### config.mk
export PLATFORM = sky130hd
export DESIGN_NAME = led_pattern_seq
export DESIGN_NICKNAME = d
export VERILOG_FILES = /design/src/rtl/led_pattern_seq.sv
export SDC_FILE = /design/constraint.sdc
export NUM_CORES = 1
export LEC_CHECK = 0
export CAP_MARGIN = 15
export CELL_PAD_IN_SITES_DETAIL_PLACEMENT = 1
export CELL_PAD_IN_SITES_GLOBAL_PLACEMENT = 2
export CORE_UTILIZATION = 32
export DETAILED_ROUTE_END_ITERATION = 6
export HOLD_SLACK_MARGIN = 0.02
export PLACE_DENSITY = 0.78
export SETUP_SLACK_MARGIN = 0.3
export SYNTH_ARGS = -nofsm -noshare
export SYNTH_HDL_FRONTEND = slang
export SYNTH_SLANG_ARGS = --single-unit
### constraint.sdc
create_clock -name clk -period 5.7 [get_ports clk]
set_clock_uncertainty 0.05 [all_clocks]
set_input_delay 1.14 -clock clk [delete_from_list [all_inputs] [get_ports clk]]
set_output_delay 1.14 -clock clk [all_outputs]
set_load 0.01 [all_outputs]
### src/rtl/led_pattern_seq.sv
// led_pattern_seq: symmetric LED pattern sequencer with built-in step prescaler.
//
// Drives a WIDTH-bit LED bank with one of four centre-symmetric patterns:
// OUT (spread), IN (converge), BOUNCE (spread then converge) and FILL (bar).
// A prescaler sets the step rate. The selected mode is latched only at reset
// and at each reload, so a mode change takes effect at the end of a sequence.
//
// Ports:
//   clk    in   1      rising-edge clock
//   reset  in   1      synchronous active-low reset
//   en     in   1      step enable; low freezes prescaler and display
//   mode   in   2      pattern select: 0 OUT, 1 IN, 2 BOUNCE, 3 FILL
//   led    out  WIDTH  registered LED drive
//   step   out  1      registered pulse, high the cycle after led advanced
//   wrap   out  1      registered pulse, high the cycle after a reload
module led_pattern_seq #(
   parameter int unsigned WIDTH    = 8,
   parameter int unsigned STEP_DIV = 1
) (
   input  logic             clk,
   input  logic             reset,
   input  logic             en,
   input  logic [1:0]       mode,
   output logic [WIDTH-1:0] led,
   output logic             step,
   output logic             wrap
);

   localparam int unsigned H  = WIDTH / 2;
   localparam int unsigned CW = (STEP_DIV > 1) ? $clog2(STEP_DIV) : 1;

   localparam logic [CW-1:0] CNT_LAST = CW'(STEP_DIV - 1);

   localparam logic [1:0] MODE_OUT    = 2'd0;
   localparam logic [1:0] MODE_IN     = 2'd1;
   localparam logic [1:0] MODE_BOUNCE = 2'd2;
   localparam logic [1:0] MODE_FILL   = 2'd3;

   localparam logic [WIDTH-1:0] CENTER = WIDTH'(3) << (H - 1);
   localparam logic [WIDTH-1:0] OUTER  = {1'b1, {(WIDTH-2){1'b0}}, 1'b1};

   logic [WIDTH-1:0] led_q, led_d;
   logic [1:0]       act_mode_q, act_mode_d;
   logic             dir_q, dir_d;
   logic [CW-1:0]    cnt_q, cnt_d;
   logic             step_q, step_d;
   logic             wrap_q, wrap_d;

   logic [H-1:0]     up, lo;
   logic [WIDTH-1:0] out_nxt, in_nxt, fill_nxt;
   logic             adv, reload;

   // Seed loaded at reset and on every reload.
   function automatic logic [WIDTH-1:0] seed_of(input logic [1:0] m);
      return (m == MODE_IN) ? OUTER : CENTER;
   endfunction

   // Half-bank shift candidates for each pattern.
   always_comb begin
      up       = led_q[WIDTH-1:H];
      lo       = led_q[H-1:0];
      out_nxt  = {up[H-2:0], 1'b0, 1'b0, lo[H-1:1]};
      in_nxt   = {1'b0, up[H-1:1], lo[H-2:0], 1'b0};
      // A full bar empties on the next step instead of saturating.
      fill_nxt = (led_q == '1) ? '0 : {up[H-2:0], 1'b1, 1'b1, lo[H-1:1]};
   end

   // Next-state: prescaler, pattern advance, reload and pulse generation.
   always_comb begin
      led_d      = led_q;
      act_mode_d = act_mode_q;
      dir_d      = dir_q;
      cnt_d      = cnt_q;
      step_d     = 1'b0;
      wrap_d     = 1'b0;
      reload     = 1'b0;
      adv        = en && (cnt_q == CNT_LAST);

      if (en) begin
         cnt_d = adv ? '0 : cnt_q + CW'(1);
      end

      if (adv) begin
         step_d = 1'b1;
         if (led_q == '0) begin
            reload = 1'b1;
         end else begin
            unique case (act_mode_q)
               MODE_OUT:  led_d = out_nxt;
               MODE_IN:   led_d = in_nxt;
               MODE_FILL: led_d = fill_nxt;
               MODE_BOUNCE: begin
                  if (!dir_q) begin
                     led_d = out_nxt;
                     if (out_nxt == OUTER) dir_d = 1'b1;
                  end else if (in_nxt == CENTER) begin
                     // Returning to the centre ends a bounce period.
                     reload = 1'b1;
                  end else begin
                     led_d = in_nxt;
                  end
               end
               default: led_d = led_q;
            endcase
         end

         if (reload) begin
            led_d      = seed_of(mode);
            act_mode_d = mode;
            dir_d      = 1'b0;
            wrap_d     = 1'b1;
         end
      end
   end

   // State register with synchronous active-low reset.
   always_ff @(posedge clk) begin
      if (!reset) begin
         led_q      <= seed_of(mode);
         act_mode_q <= mode;
         dir_q      <= 1'b0;
         cnt_q      <= '0;
         step_q     <= 1'b0;
         wrap_q     <= 1'b0;
      end else begin
         led_q      <= led_d;
         act_mode_q <= act_mode_d;
         dir_q      <= dir_d;
         cnt_q      <= cnt_d;
         step_q     <= step_d;
         wrap_q     <= wrap_d;
      end
   end

   assign led  = led_q;
   assign step = step_q;
   assign wrap = wrap_q;

endmodule

## After elaboration in Yosys (flattened, before gate mapping)

Cells that the tools add are included.

| operators by class | value |
|---|---|
| add/subtract/negate cells | 1 |
| eq/ne operators | 12 |
| reductions and logical operators | 8 |
| bitwise operators | 1 |
| mux-type cells | 25 |

Operator list:

| operator | count |
|---|---|
| $mux 8 | 8 |
| $pmux 8 s4 | 1 |
| $mux 1 | 13 |
| $eq 8x8->1 const B | 1 |
| $logic_not 8->1 | 1 |
| $eq 6x4->1 const B | 1 |
| $eq 6x6->1 const B | 1 |
| $mux 2 | 3 |
| $ne 2x1->1 const B | 3 |
| $reduce_and 3->1 | 2 |
| $ne 5x5->1 const B | 1 |
| $eq 2x1->1 const B | 2 |
| $eq 2x2->1 const B | 2 |
| $reduce_and 2->1 | 2 |
| $ne 3x2->1 const B | 1 |
| $logic_not 2->1 | 1 |
| $reduce_bool 2->1 | 1 |
| $add 1x1->1 const B | 1 |
| $logic_and 1x1->1 | 1 |
| $not 1->1 | 1 |

| word-level totals | value |
|---|---|
| bits in registers | 14 |
| bits of input ports | 5 |

## Longest topological paths before layout

Gate-level depths: netlist of run 1.

| logic depth | value |
|---|---|
| depth in word-level cells | 9 |
| gate-level depth with buffers | 4 |
| depth with buffers taken out | 4 |

## Worst setup path before layout of run 1

OpenSTA, ideal clock, no wires.

| timing | value |
|---|---|
| path type | input to register |
| start point | input port en |
| end point | register act_mode_q[0] (enable) |
| stages on the path | 3 |
| buffers on the path | 0 |
| slack | 3.698 ns |
| arrival time | 1.655 ns |
| required time | 5.352 ns |
| cell sequence | nand2b_1 > nand2_1 > and2_1 |

| between the ends | value |
|---|---|
| longest elaborated chain between the ends | 3 |

RTL lines:

| element | RTL line | source |
|---|---|---|
| start, declared | 22 | `input logic en,` |
| $logic_and 1x1->1 | 77 | `adv = en && (cnt_q == CNT_LAST);` |
| $ne 2x1->1 (no line) | n/a |  |
| $reduce_and 2->1 (no line) | n/a |  |
| end signal, assigned | 120 | `act_mode_q <= mode;` |
| end signal, assigned | 127 | `act_mode_q <= act_mode_d;` |
| end, declared | 43 | `logic [1:0] act_mode_q, act_mode_d;` |

No other way between the ends.
A chain may end at the register's enable or synchronous reset.

## Worst setup path in the final report of run 1

| timing | value |
|---|---|
| start point | register led_q[6] (netlist: led[6]) |
| end point | output port led[6] |

RTL lines:

| element | RTL line | source |
|---|---|---|
| start, declared | 42 | `logic [WIDTH-1:0] led_q, led_d;` |
| start signal, assigned | 119 | `led_q <= seed_of(mode);` |
| start signal, assigned | 126 | `led_q <= led_d;` |
| end, declared | 24 | `output logic [WIDTH-1:0] led,` |

No word-level cell between the ends.

==> results of run 1 <==
==> placed cells by master, fill, tap and decap left out, types with 2 or more instances in the layout <==
cell type and n:
sky130_fd_sc_hd__dfxtp_1 4, sky130_fd_sc_hd__edfxtp_1 10, sky130_fd_sc_hd__o21ai_0 5, sky130_fd_sc_hd__inv_1 2
sky130_fd_sc_hd__a21oi_1 7, sky130_fd_sc_hd__nor2_1 2, sky130_fd_sc_hd__clkdlybuf4s50_1 14, sky130_fd_sc_hd__nand4_1 2
sky130_fd_sc_hd__clkbuf_4 3, sky130_fd_sc_hd__mux2i_1 2, sky130_fd_sc_hd__o2bb2ai_1 2, sky130_fd_sc_hd__nand2_1 10
==> kinds of logic (layout without fill, tap and decap cells) <==
| family | count (synthesis) | count (layout) | share of synthesized area (%) |
|---|---|---|---|
| DFF | 14 | 14 | 57.9 |
| buffers and inverters | 2 | 20 | 1.14 |
| muxes | 2 | 2 | 3.05 |
| AOI/OAI and AO/OA | 18 | 18 | 19.4 |
| and+or+nand+nor | 23 | 23 | 18.5 |
==> Yosys cell counts (all sizes together) <==
cell     count  area share [%]
a21oi        7             5.3
and2         1            0.95
dfxtp        4              12
edfxtp      10              46
inv          2             1.1
mux2i        2             3.0
nand2       10             5.7
nand2b       1            0.95
nand3b       1             1.1
nand4        2             1.9
nor2         2             1.1
nor2b        1            0.95
nor3         1            0.76
nor3b        1             1.1
nor4         1            0.95
o21a         1             2.3
o21ai        6             6.3
o2bb2ai      2             2.7
o311a        1             1.5
o311ai       1             1.3
or4          2             2.9
==> power by group through the flow <==
stage,Combinational (mW),Clock (mW),Sequential [mW]
floorplan,0.0169,0,0.129
global placement,0.0391,0,0.128
detailed placement,0.0395,0,0.128
CTS,0.0398,0.0718,0.126
global route,0.0435,0.0763,0.128
finish,0.0397,0.0710,0.126
==> state kept, by name, indices dropped and copies added (netlist names) <==
signal      cells
step            1
dir_q           1
led             8
act_mode_q      2
wrap            1
cnt_q           1
==> area by class of cell <==
| class | instances | area [µm²] |
|---|---|---|
| clock buffer | 4 | 36.3 |
| fill | 228 | 1070 |
| inverter | 2 | 7.51 |
| multi-input combinational | 43 | 269 |
| sequential | 14 | 380 |
| tap | 27 | 33.8 |
| timing repair buffer | 14 | 140 |
==> per-stage QoR <==
step,instances,total power [mW],setup slack [ns]
2_1_floorplan,59,0.146,3.70
3_3_place_gp,100,0.168,3.07
3_5_place_dp,100,0.168,3.05
4_1_cts,104,0.238,3.20
5_1_grt,104,0.247,3.14
6_report,104,0.237,3.21
==> metal layers <==
| metal | vias to the layer above | wire length [µm] | global-route usage [%] |
|---|---|---|---|
| met2 | 8 | 725 | 25.8 |
| li1 | 262 | - | - |
| met1 | 255 | 736 | 22.1 |
| met4 | 0 | 13 | 6.86 |
| met5 | - | 0 | 0 |
| met3 | 2 | 45 | 3.46 |
==> final timing paths <==
| check | slack, ns | depth (start not counted) | to | start |
|---|---|---|---|---|
| max | 3.21 | 1 | led[6] | led[6] |
| min reg2reg | 0.42 | 1 | cnt_q | cnt_q |
| max reg2reg | 3.70 | 3 | act_mode_q[1] | led[1] |
| min | 0.42 | 1 | cnt_q | cnt_q |
==> metrics list, run 1 <==
- Sw Share: around a quarter
* Post-CTS repair timing setup buffer count: 0
- For this run, the number of Yosys warnings is 0.
* Initial standard-cell utilization of the core: between 30% and 40%
- The clock network accounts for a little under a third of the total power.
- In this run the tool buffered the top-level ports with 14 buffer cells.
* Number of antenna repair diodes: 0
- TritonCTS built the clock tree.
- Leakage component of the power: ~0.3 nW
* Max-cap violations: 0
* Pre-Repair DR Iteration Count: 4
* Count of hold buffers inserted by post-cts repair: 0
- Number of DRC violations after detailed-routing iteration 0: 5
- First-pass GRT wire length: around 2500 µm
- Worst min-delay path category: reg -> reg
* Power density over cell area: 273 nW/µm²
* Data required time at the worst endpoint: roughly 4.5 ns
- Slew at the pin with the worst max-slew slack: 0.856 ns
* Detail Placement HPWL: roughly 1100 µm
- Placement row count: 16
- Layout cells sized above 1: a little under a tenth
- 15 I/O pins were placed.
- Worst hold margin: 0.425 ns
- Counting the buffers created by CTS gives 3.
* Via count of the first global-routing pass: 505
* Gate family responsible for the most delay along the worst path: buffers and inverters
- Final routed wirelength across all metal layers: 1520 µm
- Synthesis inferred 14 register bits.
* Layout net count: 83
- H-Tree Depth: 1
- All-Layer GR Usage: between 10% and 20%
* Final critical-path share of the clock period: 43.7%
- Final standard cell utilization of the core: about 45%
- P&R area growth vs syn: 32.0%
- Worst path buffer plus inverter count: 1
* Number of antenna violations at the first check in global routing: 0
- Worst-Skew Late Latency: approximately 0.28 ns
- Entering global routing, the biggest net connects 10 pins.
* Clock Tree Buf Depth: 2
- The flow ran to the end, and the final reports show no timing, DRC or antenna violations.
- Registers are responsible for around 53% of the overall power.
- Relative contribution of combinational cells to total power: 16.8%
- Arrival time at the worst endpoint: about 1.3 ns
* Period minus WS final: 2.49 ns
- Routability-driven placement finished with a final weighted congestion of about 0.73.
- Crit Path Class: reg -> out
- Register clock-pin slew on the reported worst setup and hold paths: 0.09 ns
- Area post-placement: between 800 and 900 µm²
- In the final timing run, aggregate negative setup slack is 0 ns.
* Full die area: between 2000 and 2500 µm²
- Remaining Overflow, GRT: 0
- Avg Vias per Cell: between 5 and 6
- Clock root buffer: sky130_fd_sc_hd__clkbuf_4
- Once detail routing completed, the nets flagged for antenna violations numbered 0.
- DR DRC count: 0
- Post-CTS Resized: 0
- Clock sink count: 14
- Summing the sequential cell areas from Yosys gives between 50% and 60% of the chip area.
- Core Area: 1940 µm²
- IR analysis of the VDD net gives a maximum drop of ~0.12 mV.
* Average instance area after synthesis: around 11 µm²
- Headroom to the max-slew limit: ~42%
* Max incr delay on CP: about 0.58 ns
- Setup violations remaining at the end of the flow were counted as 0.
* Unrepaired setup endpoints after global routing: no
- Achievable Freq: 401 MHz
- The slowest stage of the critical path belongs to the cell sky130_fd_sc_hd__clkdlybuf4s50_1.
* NetSw: roughly 0.06 mW
- Wire length per cell after detailed routing: roughly 15 µm
* Overall die height: roughly 47 µm
* Number of failing hold endpoints at the final stage: 0
- The worst setup path is launched from a register.
- Net count after synthesis: 64
- Detailed routing inserted a total of between 500 and 600 vias.
* Worst Setup End Kind: primary output
* Post-Layout Inst Area: ~870 µm²
* Netlist Area Pre-Place: 657 µm²
- The final max-slew violation count was 0.
- Along the worst path, the maximum fanout reaches 6.
* CP cell instances: clkdlybuf4s50_1
* Die boundary width: about 47 µm
- Distinct cell type count after synthesis: 23
* Internal cell power: about 0.18 mW
- Synthesis handed over a netlist of between 50 and 60 instances.
Power figures use the tool's default switching activity.
==> inputs of run 2 (changes only) <==
--- a/config.mk
+++ b/config.mk
@@ -8,10 +8,10 @@
 export CAP_MARGIN = 15
 export CELL_PAD_IN_SITES_DETAIL_PLACEMENT = 1
 export CELL_PAD_IN_SITES_GLOBAL_PLACEMENT = 2
-export CORE_UTILIZATION = 32
+export CORE_UTILIZATION = 30
 export DETAILED_ROUTE_END_ITERATION = 6
 export HOLD_SLACK_MARGIN = 0.02
-export PLACE_DENSITY = 0.78
+export PLACE_DENSITY = 0.73
 export SETUP_SLACK_MARGIN = 0.3
 export SYNTH_ARGS = -nofsm -noshare
 export SYNTH_HDL_FRONTEND = slang
==> constraint.sdc (replaced) <==
create_clock -name clk -period 2.45 [get_ports clk]
set_clock_uncertainty 0.05 [all_clocks]
set_input_delay 0.49 -clock clk [delete_from_list [all_inputs] [get_ports clk]]
set_output_delay 0.49 -clock clk [all_outputs]
set_load 0.01 [all_outputs]
==> run 2 against run 1 <==
  * Cell area increased by 0.87%
  * Hold slack barely moved
  * Sequential share of layout area decreased by 0.38 points
  * Flip-flop and latch count unchanged
  * Final cell count grew 0.96%
  * Die area is 6.4% higher
==> metrics list, run 2 (synthesized netlist as in run 1, its figures left out) <==
- Compared with the post-synthesis result, the final layout area differs by 33.1%.
* Non-filler instance count after layout: 105 (+0.96%)
- Crit Path Class: reg -> reg
* Register Area: 380 µm² (unchanged)
- The fill cell total of the finished layout came to 232 (+1.8%).
- Fin Setup TNS: 0 ns (unchanged)
* Maximum VDD drop: 0.392 mV (+240%)
- The power share of the sequential group was 53.1% (-0.2 points).
* Slew at the pin with the worst max-slew slack: 0.686 ns (-0.170 ns)
- The largest net degree at the start of global routing was 10 (unchanged).
- The internal cell power came to 0.412 mW (+130%).
- The core outline area is 2000 µm² (+3.1%).
* Via total after detailed routing: 543 (+3.0%)
* Number of antenna violations at the first check in global routing: 0 (unchanged)
* Residual antenna-violating net count after detailed routing: 0 (unchanged)
* Layout cells sized above 1: 10.3% (+1.2 points)
- Final estimated routing congestion in global placement: 0.765 (+5.1%)
- Sw Share: 25.3% (-0.096 points)
- The maximum count of clock buffers along a single path was 2 (unchanged).
* Die boundary width: 48.8 µm (+3.1%)
- Count of input and output buffers: 14 (unchanged)
- Achievable Freq: approximately 500 MHz
- Clock sink count: 14 (unchanged)
* Unrepaired setup endpoints after global routing: no
- Counting I/O delays and the setup requirement, the final critical path takes around 2.0 ns.
* Outcome: finished, final reports clean
* Area of the multi-input gates: 269 µm² (unchanged)
- Avg Vias per Cell: 5.17 (+2.1%)
* Final setup viols: 0 (unchanged)
- The share of power burned in the clock network was 30.0% (about the same).
- I/O pin count: 15 (unchanged)
- The worst path required time is 2.39 ns (-2.12 ns).
- The post-route total power came to 0.552 mW (+130%).
* Highest net fanout along the worst path: 9 (+3)
- Most common cell after layout, fill and taps aside: sky130_fd_sc_hd__clkdlybuf4s50_1
* Relative contribution of combinational cells to total power: 16.8% (about the same)
- H-Tree Depth: 1 (unchanged)
- Full die area: 2380 µm² (+6.4%)
* Placed Cells incl. Taps: 101 (+1.0%)
* Post-CTS Resized: 0 (unchanged)
* Number of antenna repair diodes: 0 (unchanged)
- The normalized max-slew margin came to 53.8% (+11 points).
- Placement row count: 16 (unchanged)
- The number of instances on the worst hold path is 1 (unchanged).
* Wire length per cell after detailed routing: 14.4 µm (-1.3%)
- The remaining global-route overflow is 0 (unchanged).
* All-Layer GR Usage: 14.9% (-1.6 points)
- Length in cells of the worst reg-to-reg path: 4 (+1)
- Hold Path End: cnt_q
- Worst setup SP type: register
- TritonCTS built the clock tree.
* First-pass GRT wire length: 2710 µm (+10%)
- The net switching power of the design was 0.140 mW (+130%).
- The number of buffers added to fix hold violations after cts came to 0 (unchanged).
- DR DRC count: 0 (unchanged)
* Worst Setup End Kind: register
* Most frequent cells in the layout: sky130_fd_sc_hd__clkdlybuf4s50_1, sky130_fd_sc_hd__nand2_1, sky130_fd_sc_hd__edfxtp_1
- Inserted Clock Buffers: 3 (unchanged)
- End of the worst register-to-register path: act_mode_q[0]
* Leakage component of the power: 0.303 nW (+1.5%)
- The path class of the tightest hold or removal check is reg -> reg.
* Total count of max-transition violations in the final report: 0 (unchanged)
- Layout net count: 84 (+1.2%)
- The endpoint arrival time on the critical path was 1.94 ns (+0.64 ns).
* Number of failing hold endpoints at the final stage: 0 (unchanged)
* Final routed wirelength across all metal layers: 1520 µm (-0.33%)
* Worst-Skew Late Latency: 0.27 ns (about the same)
- The tree is rooted in a sky130_fd_sc_hd__clkbuf_4.
* Post-CTS repair timing setup buffer count: 0 (unchanged)
- Final critical-path share of the clock period: 81.7%
- The overall die height was 48.8 µm (+3.1%).
- The slack of the worst reg-to-reg path was 0.45 ns (-3.25 ns).
* Min-delay src: cnt_q
- The first-pass iteration count of the detailed router was 3 (-1).
- The count of maximum capacitance violations came to 0 (unchanged).
* Flip-flop count of the largest register, all copies and words added: 8 (unchanged)
* Number of DRC violations after detailed-routing iteration 0: 6 (+1)
- In this run the critical register-to-register path is launched from led[2].
- The initial cell density of the core came to 32.8% (-1.0 points).
* Via count of the first global-routing pass: 573 (+13%)
- The cell area power density is 631 nW/µm² (+130%).
- The placed wire-length estimate after detailed placement was 1160 µm (+6.4%).
- Register clock-pin slew on the reported worst setup and hold paths: 0.09 ns (about the same)
==> run 2: changes by cell type in the layout (fill, tap and decap cells not counted) <==
cell                    previous run  this run
sky130_fd_sc_hd__buf_4             0         1
==> run 2: worst max path at each step <==
stage / from / to / slack, ns / cells past startpoint
2_1_floorplan: led[2] / act_mode_q[0] / 0.55 / 4
3_3_place_gp: led[1] / act_mode_q[0] / 0.49 / 3
3_5_place_dp: led[2] / act_mode_q[0] / 0.46 / 4
4_1_cts: led[2] / act_mode_q[0] / 0.44 / 4
5_1_grt: led[2] / act_mode_q[0] / 0.37 / 4
6_report: led[2] / act_mode_q[0] / 0.45 / 4
==> run 2: power by group through the flow <==
stage	Clock, mW	Sequential [mW]	Combinational, mW
floorplan	0	0.300	0.0392
global placement	0	0.299	0.0937
detailed placement	0	0.299	0.0932
CTS	0.170	0.293	0.0940
global route	0.184	0.297	0.102
finish	0.166	0.293	0.0929
==> run 2: critical path: stages (launching register included) <==
cell                       delay, ns
sky130_fd_sc_hd__edfxtp_1       0.46
sky130_fd_sc_hd__or4_4          0.57
sky130_fd_sc_hd__o21a_4         0.15
sky130_fd_sc_hd__o21ai_4        0.27
sky130_fd_sc_hd__and2_1         0.22
==> run 2: cell type report <==
cell class                      count  share of cell area (%)
Multi-Input combinational cell     43                    30.8
Clock buffer                        4                    4.15
Inverter                            2                   0.858
Sequential cell                    14                    43.5
Tap cell                           27                    3.86
Timing Repair Buffer               15                    16.9
==> run 2: stage by stage <==
stage,utilization (%),hold WS (ns),instance area [µm²],setup slack (ns)
floorplan,-,0.398,657,0.548
global placement,41.9,0.408,838,0.495
detailed placement,41.9,0.417,838,0.461
CTS,43.7,0.429,875,0.445
global route,43.7,0.463,875,0.370
finish,43.7,0.425,875,0.448
==> run 2: layer usage <==
layer	vias to the layer above	GRT usage (%)	share of wire (%)
met5	-	0	0
met4	0	4.41	0.92
met3	2	2.80	2.0
met2	6	23.8	46
met1	272	20.5	51
li1	263	-	-
==> inputs of run 3 (changes only) <==
--- a/config.mk
+++ b/config.mk
@@ -8,10 +8,11 @@
 export CAP_MARGIN = 15
 export CELL_PAD_IN_SITES_DETAIL_PLACEMENT = 1
 export CELL_PAD_IN_SITES_GLOBAL_PLACEMENT = 2
-export CORE_UTILIZATION = 30
+export CORE_ASPECT_RATIO = 1.75
+export CORE_UTILIZATION = 27
 export DETAILED_ROUTE_END_ITERATION = 6
 export HOLD_SLACK_MARGIN = 0.02
-export PLACE_DENSITY = 0.73
+export PLACE_DENSITY = 0.7
 export SETUP_SLACK_MARGIN = 0.3
 export SYNTH_ARGS = -nofsm -noshare
 export SYNTH_HDL_FRONTEND = slang
==> constraint.sdc (replaced) <==
create_clock -name clk -period 1.6 [get_ports clk]
set_clock_uncertainty 0.05 [all_clocks]
set_input_delay 0.32 -clock clk [delete_from_list [all_inputs] [get_ports clk]]
set_output_delay 0.32 -clock clk [all_outputs]
set_load 0.01 [all_outputs]
==> run 3 against run 2 <==
  * Clock power up 120%
  * Combinational power rose to 3.5 times the previous value
  * Non-clock buffer count grew 30
  * Via count increased by 24%
  * Sequential share of layout area down 13 points
  * Flip-flop and latch count stayed put
  * Die area up 11%
  * Cell area rose by 44%
  * The flow now finishes with violations (setup timing)
==> metrics list, run 3 (synthesized netlist as in run 1, its figures left out) <==
- Outcome: finished with violations
- The checks that failed: setup timing.
- The maximum achievable frequency was 551 MHz (+10%).
- Met3 Wirelength: 45 µm (+45%)
- The die area was 2640 µm² (+11%).
- Count of hold buffers inserted by post-cts repair: 0 (unchanged)
* Setup slack after placement: -0.147 ns (-0.608 ns)
* Highest net fanout along the worst path: 2 (-7)
* Core Area: 2300 µm² (+15%)
* Detail Placement HPWL: 1480 µm (+27%)
- The mean routed wirelength per cell came to 18.5 µm (+28%).
- The number of primary I/O pins is 15 (unchanged).
- The number of instances on the worst hold path came to 2 (+1).
- The number of failing hold endpoints at the final stage is 0 (unchanged).
- The worst voltage drop across the vdd grid was 0.557 mV (+42%).
- Flip-flop count of the largest register, all copies and words added: 8 (unchanged)
- The post-route clock period utilization is 113% (+32 points).
- Arrival time at the worst endpoint: 1.91 ns (-0.03 ns)
- The via count is 676 (+24%).
- The violation count after the first detailed-route iteration came to 22 (+16).
- The aggregate global-route resource usage came to 22.1% (+7.2 points).
- Pin count of the biggest net entering global routing: 9 (-1)
- Leakage component of the power: 0.528 nW (+74%)
- Number of antenna violations at the first check in global routing: 0 (unchanged)
- P&R area growth vs syn: 92.4%
- Worst Setup End Kind: register
- Final setup viols: 12 (+12)
* Worst Setup Slack, final: -0.214 ns (-0.662 ns)
* M1 wire length: 907 µm (+18%)
- The die width is 39.3 µm (-19%).
- Placement row count: 23 (+7)
- Worst hold margin: 0.294 ns (-0.131 ns)
- Clock Tree Buf Depth: 2 (unchanged)
- Final estimated routing congestion in global placement: 0.810 (+5.8%)
- Top Metal Used: met4
* Avg Vias per Cell: 5.08 (-1.7%)
* Number of antenna repair diodes: 0 (unchanged)
* Worst setup SP type: register
* Final routed wirelength across all metal layers: 2460 µm (+62%)
- Most common cell after layout, fill and taps aside: sky130_fd_sc_hd__buf_6
- Power density over cell area: 888 nW/µm² (+41%)
- TritonCTS built the clock tree.
- Initial standard-cell utilization of the core: 28.5% (-4.3 points)
- The overall die height was 67.3 µm (+38%).
- The path class of the tightest hold or removal check is in -> reg.
- The number of remaining DRC errors is 0 (unchanged).
- The transition time at the pin with the least slew margin came to 0.399 ns (-0.287 ns).
- H-Tree Depth: 1 (unchanged)
* Residual antenna-violating net count after detailed routing: 0 (unchanged)
* Unrepaired setup endpoints after global routing: yes
* Max-cap violations: 0 (unchanged)
- Wire length on met2: 1460 µm (+110%)
- The clock network latency to the later pin of the worst-skew pair was 0.25 ns (-0.02 ns).
- The shortest clock period the worst path allows after layout is 1.81 ns (-0.188 ns).
- Most frequent cells in the layout: sky130_fd_sc_hd__buf_6, sky130_fd_sc_hd__buf_4, sky130_fd_sc_hd__nand2_1, sky130_fd_sc_hd__edfxtp_1, sky130_fd_sc_hd__a21oi_1
- The setup path with the least slack is of type reg -> reg.
- Total count of max-transition violations in the final report: 0 (unchanged)
- Layout net count: 114 (+36%)
* Length in cells of the worst reg-to-reg path: 6 (+2)
- Data required time at the worst endpoint: 1.69 ns (-0.70 ns)
* Remaining Overflow, GRT: 0 (unchanged)
- The normalized max-slew margin was 73.4% (+20 points).
- First-pass GRT wire length: 3710 µm (+37%)
- Layout cells sized above 1: 52.8% (+43 points)
- The number of clock sinks is 14 (unchanged).
- The count of input and output buffers came to 14 (unchanged).
- Clock root buffer: sky130_fd_sc_hd__clkbuf_8
* Via count of the first global-routing pass: 700 (+22%)
- Register clock-pin slew on the reported worst setup and hold paths: 0.06 ns (-0.03 ns)
- The first-pass iteration count of the detailed router came to 4 (+1).
* Inserted Clock Buffers: 3 (unchanged)
run 3: what timing repair did:
| item | CTS | global route |
|---|---|---|
| buffers inserted | 7 | 6 |
| gates resized for setup | 57 | 13 |
| setup endpoints to repair | 30 | 28 |
| pin swaps | 3 | 2 |
run 3: path summary, 6_finish.rpt:
path | startpoint | end | slack [ns]
max | led[2] | dir_q | -0.21
min | en | cnt_q | 0.29
max reg2reg | led[2] | dir_q | -0.21
min reg2reg | cnt_q | cnt_q | 0.44
run 3: report_power, final:
| part | leakage [nW] | switching, mW | internal, mW |
|---|---|---|---|
| Combinational | 0.362 | 0.139 | 0.184 |
| Sequential | 0.138 | 0.0212 | 0.420 |
| Clock | 0.0288 | 0.139 | 0.219 |
| Total | 0.528 | 0.299 | 0.823 |
run 3: layer usage:
layer / up-vias / global-route usage [%]
li1: 322 / -
met1: 339 / 24.1
met2: 11 / 38.5
met3: 4 / 2.96
met4: 0 / 12.9
met5: - / 0
run 3: stage by stage:
step	utilization [%]	instances	setup TNS [ns]	instance area, µm²	power [mW]
global placement	41.8	116	-1.15	963	0.656
floorplan	-	59	-1.79	657	0.520
CTS	50.1	127	-1.41	1150	1.07
finish	54.9	133	-2.11	1260	1.12
detailed placement	41.8	116	-1.36	963	0.658
global route	54.9	133	-2.67	1260	1.16
run 3: cell type report:
class | count | area (µm²)
clock buffer | 4 | 55.1
timing repair buffer | 45 | 439
fill | 264 | 1040
sequential | 14 | 380
inverter | 2 | 7.51
multi-input combinational | 43 | 350
tap | 25 | 31.3
run 3: critical path: stages (launching register included):
cell                       delay, ns
sky130_fd_sc_hd__edfxtp_1       0.41
sky130_fd_sc_hd__or4_4          0.57
sky130_fd_sc_hd__o21a_4         0.15
sky130_fd_sc_hd__buf_4          0.13
sky130_fd_sc_hd__buf_6          0.12
sky130_fd_sc_hd__o311ai_4       0.20
sky130_fd_sc_hd__nand2_1        0.07
